--- src/rtl/apb_led_pwm_pkg.sv ---
// apb_led_pwm_pkg: register indices and CTRL bit positions shared by the LED PWM peripheral.
package apb_led_pwm_pkg;
   localparam int REG_CTRL     = 0;
   localparam int REG_PRESCALE = 1;
   localparam int REG_BLINK    = 2;
   localparam int REG_MASK     = 3;
   localparam int REG_DUTY0    = 4;
   localparam int CTRL_EN      = 0;
endpackage

--- src/rtl/led_pwm_channel.sv ---
// led_pwm_channel: one LED with its shadow duty, PWM compare and registered output.
module led_pwm_channel #(
   parameter int PWM_WIDTH = 8
) (
   input  logic                 clk_i,
   input  logic                 rst_i,
   input  logic [PWM_WIDTH-1:0] duty_i,
   input  logic                 load_i,
   input  logic [PWM_WIDTH-1:0] pwm_cnt_i,
   input  logic                 gate_i,
   output logic                 led_o
);
   logic [PWM_WIDTH-1:0] shadow_q, shadow_d;
   logic                 led_q, led_d;

   // All-ones duty is treated as fully on, since the compare alone would drop one count.
   always_comb begin
      shadow_d = load_i ? duty_i : shadow_q;
      led_d    = gate_i & ((&shadow_q) | (pwm_cnt_i < shadow_q));
   end

   always_ff @(posedge clk_i) begin
      if (rst_i) begin
         shadow_q <= '0;
         led_q    <= 1'b0;
      end else begin
         shadow_q <= shadow_d;
         led_q    <= led_d;
      end
   end

   assign led_o = led_q;
endmodule

--- src/rtl/apb_led_pwm.sv ---
// apb_led_pwm: APB slave with register file, prescaled PWM timebase and blink generator
// driving NUM_LEDS PWM channels.
module apb_led_pwm
   import apb_led_pwm_pkg::*;
#(
   parameter int NUM_LEDS       = 16,
   parameter int PWM_WIDTH      = 8,
   parameter int APB_ADDR_WIDTH = 16,
   parameter int APB_DATA_WIDTH = 16
) (
   input  logic                      pclk,
   input  logic                      preset,
   input  logic                      i_psel,
   input  logic                      i_penable,
   input  logic                      i_pwrite,
   input  logic [APB_ADDR_WIDTH-1:0] i_paddr,
   input  logic [APB_DATA_WIDTH-1:0] i_pwdata,
   output logic                      o_pready,
   output logic [APB_DATA_WIDTH-1:0] o_prdata,
   output logic [NUM_LEDS-1:0]       o_leds
);
   localparam int AW = APB_ADDR_WIDTH;
   localparam int DW = APB_DATA_WIDTH;
   localparam int IW = NUM_LEDS > 1 ? $clog2(NUM_LEDS) : 1;

   logic                 en_q;
   logic [DW-1:0]        prescale_q, blink_q;
   logic [NUM_LEDS-1:0]  mask_q;
   logic [PWM_WIDTH-1:0] duty_q [NUM_LEDS];
   logic                 pready_q, pready_d;
   logic [DW-1:0]        prdata_q, prdata_d, rd_val;
   logic [DW-1:0]        presc_q, presc_d, bcnt_q, bcnt_d;
   logic [PWM_WIDTH-1:0] pwm_q, pwm_d;
   logic                 phase_q, phase_d;
   logic                 tick, wrap, wr_en, is_duty;
   logic [IW-1:0]        duty_idx;

   always_comb begin
      is_duty  = (i_paddr >= AW'(REG_DUTY0)) && (i_paddr < AW'(REG_DUTY0 + NUM_LEDS));
      duty_idx = IW'(i_paddr - AW'(REG_DUTY0));
      rd_val   = '0;
      if (i_paddr == AW'(REG_CTRL)) rd_val[CTRL_EN] = en_q;
      else if (i_paddr == AW'(REG_PRESCALE)) rd_val = prescale_q;
      else if (i_paddr == AW'(REG_BLINK)) rd_val = blink_q;
      else if (i_paddr == AW'(REG_MASK)) rd_val[NUM_LEDS-1:0] = mask_q;
      else if (is_duty) rd_val[PWM_WIDTH-1:0] = duty_q[duty_idx];
      pready_d = i_psel & i_penable & ~pready_q;
      prdata_d = pready_d ? rd_val : '0;
      wr_en    = i_psel & i_penable & pready_q & i_pwrite;
      tick     = en_q & (presc_q == prescale_q);
      wrap     = tick & (&pwm_q);
      presc_d  = (!en_q || tick) ? '0 : presc_q + 1'b1;
      pwm_d    = !en_q ? '0 : pwm_q + PWM_WIDTH'(tick);
      bcnt_d   = !en_q ? '0 : !wrap ? bcnt_q : (bcnt_q == blink_q) ? '0 : bcnt_q + 1'b1;
      phase_d  = !en_q | (phase_q ^ (wrap & (bcnt_q == blink_q)));
   end

   always_ff @(posedge pclk) begin
      if (preset) begin
         en_q       <= 1'b0;
         prescale_q <= '0;
         blink_q    <= '0;
         mask_q     <= '0;
         for (int i = 0; i < NUM_LEDS; i++) duty_q[i] <= '0;
      end else if (wr_en) begin
         if (i_paddr == AW'(REG_CTRL)) en_q <= i_pwdata[CTRL_EN];
         if (i_paddr == AW'(REG_PRESCALE)) prescale_q <= i_pwdata;
         if (i_paddr == AW'(REG_BLINK)) blink_q <= i_pwdata;
         if (i_paddr == AW'(REG_MASK)) mask_q <= i_pwdata[NUM_LEDS-1:0];
         if (is_duty) duty_q[duty_idx] <= i_pwdata[PWM_WIDTH-1:0];
      end
   end

   always_ff @(posedge pclk) begin
      if (preset) begin
         pready_q <= 1'b0;
         prdata_q <= '0;
         presc_q  <= '0;
         pwm_q    <= '0;
         bcnt_q   <= '0;
         phase_q  <= 1'b1;
      end else begin
         pready_q <= pready_d;
         prdata_q <= prdata_d;
         presc_q  <= presc_d;
         pwm_q    <= pwm_d;
         bcnt_q   <= bcnt_d;
         phase_q  <= phase_d;
      end
   end

   // Shadows follow DUTY continuously while disabled so enabling starts with fresh duties.
   for (genvar g = 0; g < NUM_LEDS; g++) begin : g_ch
      led_pwm_channel #(.PWM_WIDTH(PWM_WIDTH)) u_ch (
         .clk_i    (pclk),
         .rst_i    (preset),
         .duty_i   (duty_q[g]),
         .load_i   (wrap | ~en_q),
         .pwm_cnt_i(pwm_q),
         .gate_i   (en_q & (~mask_q[g] | phase_q)),
         .led_o    (o_leds[g])
      );
   end

   assign o_pready = pready_q;
   assign o_prdata = prdata_q;
endmodule

--- config.mk ---
export PLATFORM = sky130hd
export DESIGN_NAME = apb_led_pwm
export DESIGN_NICKNAME = d
export VERILOG_FILES = /design/src/rtl/apb_led_pwm_pkg.sv /design/src/rtl/led_pwm_channel.sv /design/src/rtl/apb_led_pwm.sv
export SDC_FILE = /design/constraint.sdc
export NUM_CORES = 1
export LEC_CHECK = 0
export BUFFER_PORTS_ARGS = -buffer_cell sky130_fd_sc_hd__buf_2
export CORE_UTILIZATION = 62
export DETAILED_ROUTE_END_ITERATION = 12
export HOLD_SLACK_MARGIN = 0.12
export PLACE_DENSITY = 0.8
export SLEW_MARGIN = 20
export SYNTH_ARGS = -nofsm -noshare
export SYNTH_HDL_FRONTEND = slang
export SYNTH_HIERARCHICAL = 1
export SYNTH_SLANG_ARGS = --single-unit
--- constraint.sdc ---
create_clock -name pclk -period 3.8 [get_ports pclk]
set_input_delay 1.14 -clock pclk [delete_from_list [all_inputs] [get_ports pclk]]
set_output_delay 1.14 -clock pclk [all_outputs]
set_load 0.03 [all_outputs]
==> qor.yml <==
critical-path-max-stage-delay_ns: 0.52
clock_latency_ns: 0.52
synth.area.top_cells: "dfxtp_1 26%, edfxtp_1 20%, ha_1 7.8%, mux2i_1 6.7%, and2_1 4.4%"
yosysMostFrequentCell: "dfxtp_1"
p_leak_nw: 9.19
path_cells: "buf_2 > inv_1 > ha_1 > or3b_1 > a2111oi_4 > nand4_1 > nor3_2 > or2_2"
avgViaCountPerCell: 6.20
synthFlopType: "dfxtp_1"
cts_buffer_depth: 3
worst_pin_slew_ns: 0.691
worst_hold_slack_ns: 0.476
timing.fmax_mhz: 322
finalPower_mw: 8.70
worst-setup-path-type: "input port to flip-flop"
portBuffers: 69
core-area_um2: 30500
cts_resized: 0
die_y_um: 178
drv_slew: 0
powerDensity_nw_per_um2: 406
drt_iter0_drc: 1548
numCtsBuffers: 39
std_cell_rows: 64
rsz0062_at_grt: "no"
cp_max_fo: 8
tns_ns: 0
slew_headroom_pct: 53.9
grt_usage_pct: 33.3
synth_area_um2: 19200
vdd_drop_max_uv: 302
wire_per_inst_um: 21.9
drtPass1Iterations: 5
synth-edff-count: 128
post_cts_buffers: 0
period_share_pct: 81.7
ios: 70
ctsHoldBuffers: 0
vias: 14700
crit_slowest_cell: "a2111oi_4"
dp.cells: 2297
critPathArrivalTime_ns: 3.32
syn2layout_area_growth_pct: 11.6
grt_max_degree: 77
cts_root_buffer: "clkbuf_16"
post-route-min-period_ns: 3.11
clk_pin_slew_ns: 0.06
start_util_pct: 62.9
hold_path_class: "flip-flop to flip-flop"
gp_congestion: 0.912
ys_ff_latch: 379
worst_setup_path_end_kind: "flip-flop"
htree_levels: 2
status: "completed"
syn_inst: 1875
die_area_um2: 31700
cts.sinks: 379
grt_remaining_overflow: 0
grt_pass1_vias: 14300
yosysUniqueCellTypes: 56
drcViolationCount: 0
synth_area_per_cell_um2: 10.2
instances_no_fill: 2369
drv_cap: 0
die_w_um: 178
synthTopCellsByCount: "251 x dfxtp_1, 196 x nor2_1, 134 x and2_1"
ff2ff_setup_slack_ns: 1.12
required_ns: 4.01
cts_tree: "yes"
setup_viol: 0
hold_viol: 0
finalClockSkew_ns: 0.0162
async_reset_ff_share_pct: 0
grt_first_pass_wirelength_um: 79400
ant_nets: 0
wirelength_um: 51900
seq_area_frac_synth_pct: 46.2
synth_top_area_share_pct: 26.2
drive_gt1_share_pct: 14.7
syn-num-nets: 2032
dpl.hpwl_um: 35800
ys_warn_count: 6
netlist.top_cell.by_area: "dfxtp_1"
startpoint_type: "input port"
nets: 2099
antenna_found_initial: 0
-- critical path, delay by kind of cell --
| family | cells | cell delay, ns |
|---|---|---|
| compound gates | 1 | 0.52 |
| fa+ha+maj | 1 | 0.17 |
| simple gates | 4 | 1.29 |
| buf+inv | 2 | 0.20 |
-- area by class of cell --
| type | count | area, um2 |
|---|---|---|
| diodes | 2 | 5.00 |
| clock buffers | 50 | 1070 |
| clock inverters | 20 | 230 |
| fillers | 2228 | 9090 |
| inverters | 121 | 454 |
| multi-input cells | 1282 | 9500 |
| flip-flops and latches | 379 | 8870 |
| well taps | 396 | 495 |
| repair buffers | 119 | 792 |
-- state kept, by name, summed over array words and instances (netlist names), 8 cells and up --
| name | count |
|---|---|
| bcnt_q | 16 |
| blink_q | 16 |
| duty_q | 128 |
| g_ch.u_ch/led_o | 16 |
| g_ch.u_ch/shadow_q | 128 |
| mask_q | 16 |
| o_prdata | 16 |
| presc_q | 16 |
| prescale_q | 16 |
| pwm_q | 8 |
-- worst paths after layout --
check,to,startpoint,depth (start not counted)
worst max-delay path,duty_q[4][7],i_paddr[3],8
worst min-delay path,mask_q[2],mask_q[2],2
worst max register to register,g_ch[3].u_ch/shadow_q[7],prescale_q[14],9
worst min register to register,mask_q[2],mask_q[2],2
-- power breakdown --
group,total (mW),internal (mW),leakage [nW],switching [mW]
combinational,0.440,0.170,5.18,0.271
clock,3.91,2.33,0.627,1.58
sequential,4.35,4.27,3.38,0.0794
-- stage by stage --
stage | util (%) | area, um2 | setup slack (ns)
6_report | 70.2 | 21400 | 0.694
3_3_place_gp | 65.9 | 20100 | 0.296
3_5_place_dp | 65.9 | 20100 | 0.210
2_1_floorplan | - | 19200 | 0.410
5_1_grt | 70.2 | 21400 | 0.619
4_1_cts | 70.1 | 21400 | 0.751
-- routing by layer --
layer / up-vias / global-route usage [%] / wire length, um
met2: 655 / 55.8 / 25200
met4: 0 / 15.2 / 2370
met3: 142 / 4.48 / 3930
met5: - / 0 / 0
li1: 6794 / - / -
met1: 7103 / 42.6 / 20500
-- logic make-up (layout without fill, tap and decap cells) --
kind of cell / after synthesis / after routing / share of synthesized area (%)
mux: 169 / 169 / 11.0
simple gates: 708 / 708 / 19.5
flops: 379 / 379 / 46.2
fa+ha+maj: 120 / 120 / 7.82
buf+inv: 214 / 310 / 4.41
other cells: 0 / 2 / 0
compound gates: 233 / 233 / 8.71
xor+xnor: 52 / 52 / 2.37
-- cells in the final DEF, fill, tap and decap left out, drive strengths merged, types with 11 or more instances in the layout --
| master | n |
|---|---|
| buf | 119 |
| nor4 | 11 |
| nor2b | 15 |
| xor2 | 36 |
| a2111oi | 17 |
| clkbuf | 50 |
| mux2i | 129 |
| and3 | 11 |
| o31ai | 14 |
| o41ai | 16 |
| a211oi | 16 |
| ha | 120 |
| o21ai | 23 |
| and2 | 135 |
| xnor2 | 16 |
| dfxtp | 251 |
| edfxtp | 128 |
| inv | 122 |
| nor2 | 196 |
| or4 | 15 |
| mux4 | 32 |
| nand2 | 115 |
| a21boi | 16 |
| or2 | 32 |
| nand3 | 17 |
| a22oi | 22 |
| nand4 | 66 |
| nand2b | 37 |
| nor3 | 24 |
| or3 | 22 |
| a21oi | 89 |
Power figures use the tool's default switching activity.
